===== src/rtl/cam_pkg.sv =====
// Shared constants and types for the OV7670 RGB444 capture path.
// Default geometry matches the 160x120 frame buffer read by the VGA side.
package cam_pkg;

  localparam int IMG_W    = 160;
  localparam int IMG_H    = 120;
  localparam int PX_TOTAL = IMG_W * IMG_H;
  localparam int AW       = 15;
  localparam int DW       = 12;

  // Bit positions of each 4-bit colour field inside a packed pixel
  localparam int R_LSB = 8;
  localparam int G_LSB = 4;
  localparam int B_LSB = 0;

  typedef enum logic [1:0] {
    ST_WAIT_FRAME = 2'd0,
    ST_BYTE1      = 2'd1,
    ST_BYTE2      = 2'd2
  } cam_state_e;

  // byte 1 carries red in its low nibble, byte 2 carries {green, blue}
  function automatic logic [11:0] pack_rgb444(input logic [3:0] red,
                                              input logic [7:0] gb);
    logic [11:0] px;
    px             = '0;
    px[R_LSB +: 4] = red;
    px[G_LSB +: 4] = gb[7:4];
    px[B_LSB +: 4] = gb[3:0];
    return px;
  endfunction

endpackage


===== src/rtl/cam_sync_edge.sv =====
// Two-flop synchronizer with a one-clk pulse on each synced 0->1 transition.
// RST_VAL is the level the synchronizer assumes while in reset.
module cam_sync_edge
  import cam_pkg::*;
#(
  parameter logic RST_VAL = 1'b0
) (
  input  logic clk,
  input  logic rst,
  input  logic d,
  output logic q,
  output logic rise
);

  logic s1;
  logic s2;
  logic s2_q;

  always_ff @(posedge clk) begin
    if (rst) begin
      s1   <= RST_VAL;
      s2   <= RST_VAL;
      s2_q <= RST_VAL;
    end else begin
      s1   <= d;
      s2   <= s1;
      s2_q <= s2;
    end
  end

  assign q    = s2;
  assign rise = s2 & ~s2_q;

endmodule


===== src/rtl/cam_capture_rgb444.sv =====
// OV7670 capture: oversamples the camera bus on clk, packs byte pairs into
// RGB444 words and writes them row-major into the frame buffer.
module cam_capture_rgb444 #(
  parameter int IMG_W = cam_pkg::IMG_W,
  parameter int IMG_H = cam_pkg::IMG_H,
  parameter int AW    = cam_pkg::AW,
  parameter int DW    = cam_pkg::DW
) (
  input  logic                clk,
  input  logic                rst,
  input  logic                CAM_pclk,
  input  logic                CAM_vsync,
  input  logic                CAM_href,
  input  logic [7:0]          CAM_px_data,
  output logic [AW-1:0]       mem_px_addr,
  output logic [DW-1:0]       mem_px_data,
  output logic                mem_px_wr,
  output logic                frame_done,
  output logic                px_overflow,
  output cam_pkg::cam_state_e dbg_state
);

  localparam logic [AW-1:0] PX_LAST = AW'(IMG_W * IMG_H - 1);

  // Write interface: mem_px_wr is a one-clk strobe with no back-pressure;
  // mem_px_addr and mem_px_data are valid in exactly the cycle it is high.

  logic       pclk_s;
  logic       pclk_rise;
  logic       href_s1, href_s;
  logic       vsync_s1, vsync_s;
  logic [7:0] data_d1, data_s;

  cam_sync_edge #(.RST_VAL(1'b0)) u_pclk_sync (
    .clk  (clk),
    .rst  (rst),
    .d    (CAM_pclk),
    .q    (pclk_s),
    .rise (pclk_rise)
  );

  // href/vsync/data share the pclk pipeline depth so they line up with pclk_rise
  always_ff @(posedge clk) begin
    if (rst) begin
      href_s1  <= 1'b0;
      href_s   <= 1'b0;
      vsync_s1 <= 1'b1;
      vsync_s  <= 1'b1;
      data_d1  <= '0;
      data_s   <= '0;
    end else begin
      href_s1  <= CAM_href;
      href_s   <= href_s1;
      vsync_s1 <= CAM_vsync;
      vsync_s  <= vsync_s1;
      data_d1  <= CAM_px_data;
      data_s   <= data_d1;
    end
  end

  cam_pkg::cam_state_e state, state_n;
  logic       vs_seen;
  logic       seen_set;
  logic       latch_red;
  logic       wr_req;
  logic       frame_end;
  logic [3:0] red_q;
  logic       full_q;
  logic       written_q;

  always_ff @(posedge clk) begin
    if (rst) begin
      state <= cam_pkg::ST_WAIT_FRAME;
    end else begin
      state <= state_n;
    end
  end

  always_comb begin
    state_n   = state;
    seen_set  = 1'b0;
    latch_red = 1'b0;
    wr_req    = 1'b0;
    frame_end = 1'b0;
    if (pclk_rise) begin
      case (state)
        cam_pkg::ST_WAIT_FRAME: begin
          // a frame opens only on a vsync falling edge seen since reset
          if (vsync_s) begin
            seen_set = 1'b1;
          end else if (vs_seen) begin
            state_n = cam_pkg::ST_BYTE1;
          end
        end
        cam_pkg::ST_BYTE1: begin
          if (vsync_s) begin
            frame_end = 1'b1;
            state_n   = cam_pkg::ST_WAIT_FRAME;
          end else if (href_s) begin
            latch_red = 1'b1;
            state_n   = cam_pkg::ST_BYTE2;
          end
        end
        cam_pkg::ST_BYTE2: begin
          // href low here drops the half pixel at line end
          if (vsync_s) begin
            frame_end = 1'b1;
            state_n   = cam_pkg::ST_WAIT_FRAME;
          end else begin
            wr_req  = href_s;
            state_n = cam_pkg::ST_BYTE1;
          end
        end
        default: state_n = cam_pkg::ST_WAIT_FRAME;
      endcase
    end
  end

  always_ff @(posedge clk) begin
    if (rst) begin
      vs_seen     <= 1'b0;
      red_q       <= '0;
      full_q      <= 1'b0;
      written_q   <= 1'b0;
      mem_px_addr <= '0;
      mem_px_data <= '0;
      mem_px_wr   <= 1'b0;
      frame_done  <= 1'b0;
      px_overflow <= 1'b0;
    end else begin
      mem_px_wr  <= 1'b0;
      frame_done <= 1'b0;
      if (seen_set) vs_seen <= 1'b1;
      if (latch_red) red_q <= data_s[3:0];
      if (frame_end) begin
        frame_done  <= written_q;
        mem_px_addr <= '0;
        px_overflow <= 1'b0;
        full_q      <= 1'b0;
        written_q   <= 1'b0;
      end else begin
        if (wr_req) begin
          if (full_q) begin
            px_overflow <= 1'b1;
          end else begin
            mem_px_wr   <= 1'b1;
            mem_px_data <= DW'(cam_pkg::pack_rgb444(red_q, data_s));
            written_q   <= 1'b1;
          end
        end
        // address advances after the write; the last address is held, never wrapped
        if (mem_px_wr) begin
          if (mem_px_addr == PX_LAST) begin
            full_q <= 1'b1;
          end else begin
            mem_px_addr <= mem_px_addr + 1'b1;
          end
        end
      end
    end
  end

  assign dbg_state = state;

endmodule

===== config.mk =====
export PLATFORM = sky130hd
export DESIGN_NAME = cam_capture_rgb444
export DESIGN_NICKNAME = d
export VERILOG_FILES = /design/src/rtl/cam_pkg.sv /design/src/rtl/cam_sync_edge.sv /design/src/rtl/cam_capture_rgb444.sv
export SDC_FILE = /design/constraint.sdc
export NUM_CORES = 1
export LEC_CHECK = 0
export CORE_UTILIZATION = 46
export DETAILED_ROUTE_END_ITERATION = 16
export PLACE_DENSITY = 0.78
export SLEW_MARGIN = 20
export SYNTH_ARGS = -nofsm -noshare
export SYNTH_HDL_FRONTEND = slang
export SYNTH_SLANG_ARGS = --single-unit

===== constraint.sdc =====
create_clock -name clk -period 1.7 [get_ports clk]
set_input_delay 0.255 -clock clk [delete_from_list [all_inputs] [get_ports clk]]
set_output_delay 0.255 -clock clk [all_outputs]
set_load 0.03 [all_outputs]

==> metrics list <==
* GP Congestion: between 0.8 and 0.9
- Pin placement for this block handled 45 I/O pins.
- CP Data Arrival Time: approximately 1.9 ns
- Row cnt: 25
- In the routed layout, each cell is associated on average with a via count of around 5.
- Among all cell types in the netlist, the one instantiated most often is dfxtp_1.
- Clock transition at the registers of the reported paths: 0.07 ns
- Number of failing hold endpoints at the final stage: 0
- Detail Placement HPWL: ~3100 um
- For this run, the number of Yosys warnings is 0.
- Yosys attributes the largest share of cell area to dfxtp_1 53%, mux2i_1 7.7%, nor2b_1 5.6%.
* Insertion delay to the later sink of the worst-skew pair: roughly 0.34 ns
- Hold-critical path depth: 1
* Biggest fanout along the worst timing path: 13
* Die extent in y: 73.3 um
- IR analysis of the VDD net gives a maximum drop of ~770 uV.
- Final worst setup slack: about 0.053 ns
* Largest net degree at the start of global routing: 35
- GRT Util Overall: 18.7%
- Part of the power in the clock network: between 40% and 50%
- Comb power frac: around 2.8%
* Via total after detailed routing: 1822
* Synth-to-Final Area Change: 37.0%
- Number of antenna violations at the first check in global routing: 0
- The cell area that synthesis handed to floorplanning was approximately 2300 sq um.
- Number of flops mapped to enable cells by yosys: 0
* Number of endpoints failing setup at the final stage: 0
- Summing all multi-input logic gate instances after layout gives approximately 1100 sq um.
- Total Negative Setup Slacks: 0 ns
* Number of remaining DRC errors: 0
- Summed over all instances, the cell type with the most area after synthesis is dfxtp_1.
* Diode insertion count for antenna repair: 0
- Sequential Power Share: about half
- The root buffer cell chosen for the clock tree is clkbuf_8.
- Post-DR wirelength/cell: around 12 um
- CTS H-tree depth: 3
- Net count of the mapped netlist: around 250
- Cell internal power was estimated by the tool at between 2 and 2.5 mW.
- Of all flip-flops after synthesis, the portion carrying an async set or reset was 0%.
* Pre-CTS setup slack: about 0.060 ns
* Shortest period the worst path allows: between 1.5 and 2 ns
* Setup repair after global routing missed its margin: true
* Max-slew violation count: 0
* Mean post-synth cell area: ~10 sq um
* Stage delay of the slowest cell on the critical path: between 0.4 and 0.5 ns
* Buffers added on ports: between 40 and 50
* #FFs+latches synth: 62
* Status: complete, no violations
* CTS Hold Bufs: 0
- Critical path cell sequence: or3b_4 > o41ai_4 > buf_6 > or3_1 > a21oi_2
* Core Area: 4820 sq um
- Data on the critical path is required at its endpoint by ~1.9 ns.
- The number of global-route vias before repair is ~1600.
* Final cycle utilization of the critical path: between 90% and 100%
- Total of fill cells in the finished design: ~420
- The clock arrives with approximately 0.0069 ns of skew.
- In this run the power spent charging and discharging nets is ~0.60 mW.
* Endpoint kind of the worst setup timing path: flip-flop
- Wires add up to 4480 um.
- Type of the worst setup path: flip-flop to flip-flop
- The first global-routing pass estimated 7340 um of wire.
- Among all stages on the critical path, the largest delay is contributed by or3b_4.
* Number of nets at the end of the flow: between 300 and 400
* Transition time of the tightest slew-check pin: between 0.3 and 0.4 ns
* Number of DRC markers after the initial detailed-route iteration: just under 100
- Most used flip-flop cell after synthesis: dfxtp_1
* Path class of the lowest-slack min-delay path: flip-flop to flip-flop
- Counting every sink on the clock net gives 62.
* Initial Util: roughly half
- Power density normalized to cell area: roughly 900 nW/um^2
- Cells fill 66.4% of the core in the end.
- The worst setup path is launched from a flip-flop.
- Proportion of layout cells with a drive suffix above 1: between 10% and 20%
- TritonCTS built the clock tree.
- Number of distinct library cells after synthesis: 45
* Sequential share of the synthesized area: a little over half
* Number of buffers on the longest clock path: 2
- Static leakage power: between 1 and 1.5 nW
- Reg area: roughly 1300 sq um
- Commonest cells in the netlist: 62 x dfxtp_1, 33 x nor2_1, 21 x nor2b_1
* Post-route antenna net violation count: 0
- Summed over all layers, the global routing overflow is 0.
- Upper clock frequency limit: 607 MHz
* Net Sw Frac: about a fifth
* Chip width: roughly 73 um
* Worst rel slew slack: between 70% and 80%
- Number of CTS-inserted buffers: 9
- Initial DRT Pass Iterations: 4
- Of the post-synthesis cell area, the dominant cell type holds a little over half.
- Number of maximum-capacitance constraint violations: 0
* Number of cells produced by synthesis: 233
* Overall power consumption: around 2.9 mW
- The number of cells on the worst reg-to-reg path is 5.
- Total Die Area: roughly 5400 sq um
## metal layers
layer  vias to the layer above  share of wire (%)  global-route usage [%]
li1                        917                  -                       -
met1                       843                 46                    22.2
met2                        55                 47                    30.2
met3                         7                5.5                    6.58
met4                         0                1.5                    9.15
met5                         -                  0                       0
## through the flow
stage | hold WS (ns) | instance area [sq um] | instances
floorplan | 0.359 | 2380 | 233
global placement | 0.392 | 2960 | 346
CTS | 0.414 | 3150 | 362
global route | 0.439 | 3200 | 364
finish | 0.410 | 3200 | 364
detailed placement | 0.398 | 2960 | 346
## power groups by stage
stage / registers [mW] / logic (mW) / clock network, mW
2_1_floorplan: 1.52 / 0.0431 / 0
3_3_place_gp: 1.52 / 0.0808 / 0
3_5_place_dp: 1.52 / 0.0819 / 0
4_1_cts: 1.49 / 0.0823 / 1.35
5_1_grt: 1.49 / 0.0901 / 1.40
6_report: 1.49 / 0.0818 / 1.31
## layout make-up
class,count,area share (%)
Sequential cell,62,39.3
Multi-Input combinational cell,156,33.6
Timing Repair Buffer,57,17.3
Clock buffer,11,4.73
Tap cell,67,2.62
Clock inverter,5,1.76
Inverter,6,0.704
## placed cells by master, fill, tap and decap left out, types with 4 or more instances in the layout
cell type / netlist / routed
buf_4: 0 / 11
dfxtp_1: 62 / 50
dfxtp_2: 0 / 11
nand3_1: 6 / 6
dlygate4sd2_1: 0 / 9
clkbuf_8: 0 / 11
o21ai_1: 5 / 5
dlymetal6s2s_1: 0 / 4
or3_1: 5 / 5
nor2_1: 33 / 32
mux2i_1: 18 / 18
nand2_1: 7 / 7
nor3_1: 5 / 5
ha_1: 5 / 5
inv_1: 6 / 6
a21oi_1: 8 / 7
nor2b_1: 21 / 21
clkdlybuf4s50_1: 0 / 31
## cells by family (layout without fill, tap and decap cells)
group	count (synthesis)	in the layout	share of synthesized area (%)
muxes	18	18	7.71
adders and majority gates	5	5	2.68
AOI/OAI and AO/OA	23	23	6.32
DFF	62	62	53.1
and+or+nand+nor	105	105	25.8
buffers and inverters	15	79	2.52
xor gates and xnor gates	5	5	1.88
## final timing paths
| path | from | endpoint | slack (ns) |
|---|---|---|---|
| worst max-delay path | mem_px_addr[9] | mem_px_addr[5] | 0.05 |
| worst min-delay path | vsync_s1 | vsync_s | 0.41 |
| worst max register to register | mem_px_addr[9] | mem_px_addr[5] | 0.05 |
| worst min register to register | vsync_s1 | vsync_s | 0.41 |
## timing repair
action / in CTS / in global routing
resized for setup: 9 / 9
pin swaps: 0 / 3
setup endpoints to repair: 9 / 18
hold endpoints to repair: 0 / 0
setup buffers: 0 / 2
## critical path: cells and delay by family, from the launching register on
| family | cells | cell delay (ns) |
|---|---|---|
| AOI/OAI and AO/OA | 2 | 0.43 |
| buffers and inverters | 1 | 0.19 |
| DFF | 1 | 0.37 |
| and+or+nand+nor | 2 | 0.55 |
## registers in the layout, indices dropped and copies added (netlist names), 2 cells and up
| signal | flops |
|---|---|
| dbg_state | 2 |
| red_q | 4 |
| data_s | 8 |
| data_d1 | 8 |
| mem_px_data | 12 |
| mem_px_addr | 15 |
(Power assumes the default switching activity.)
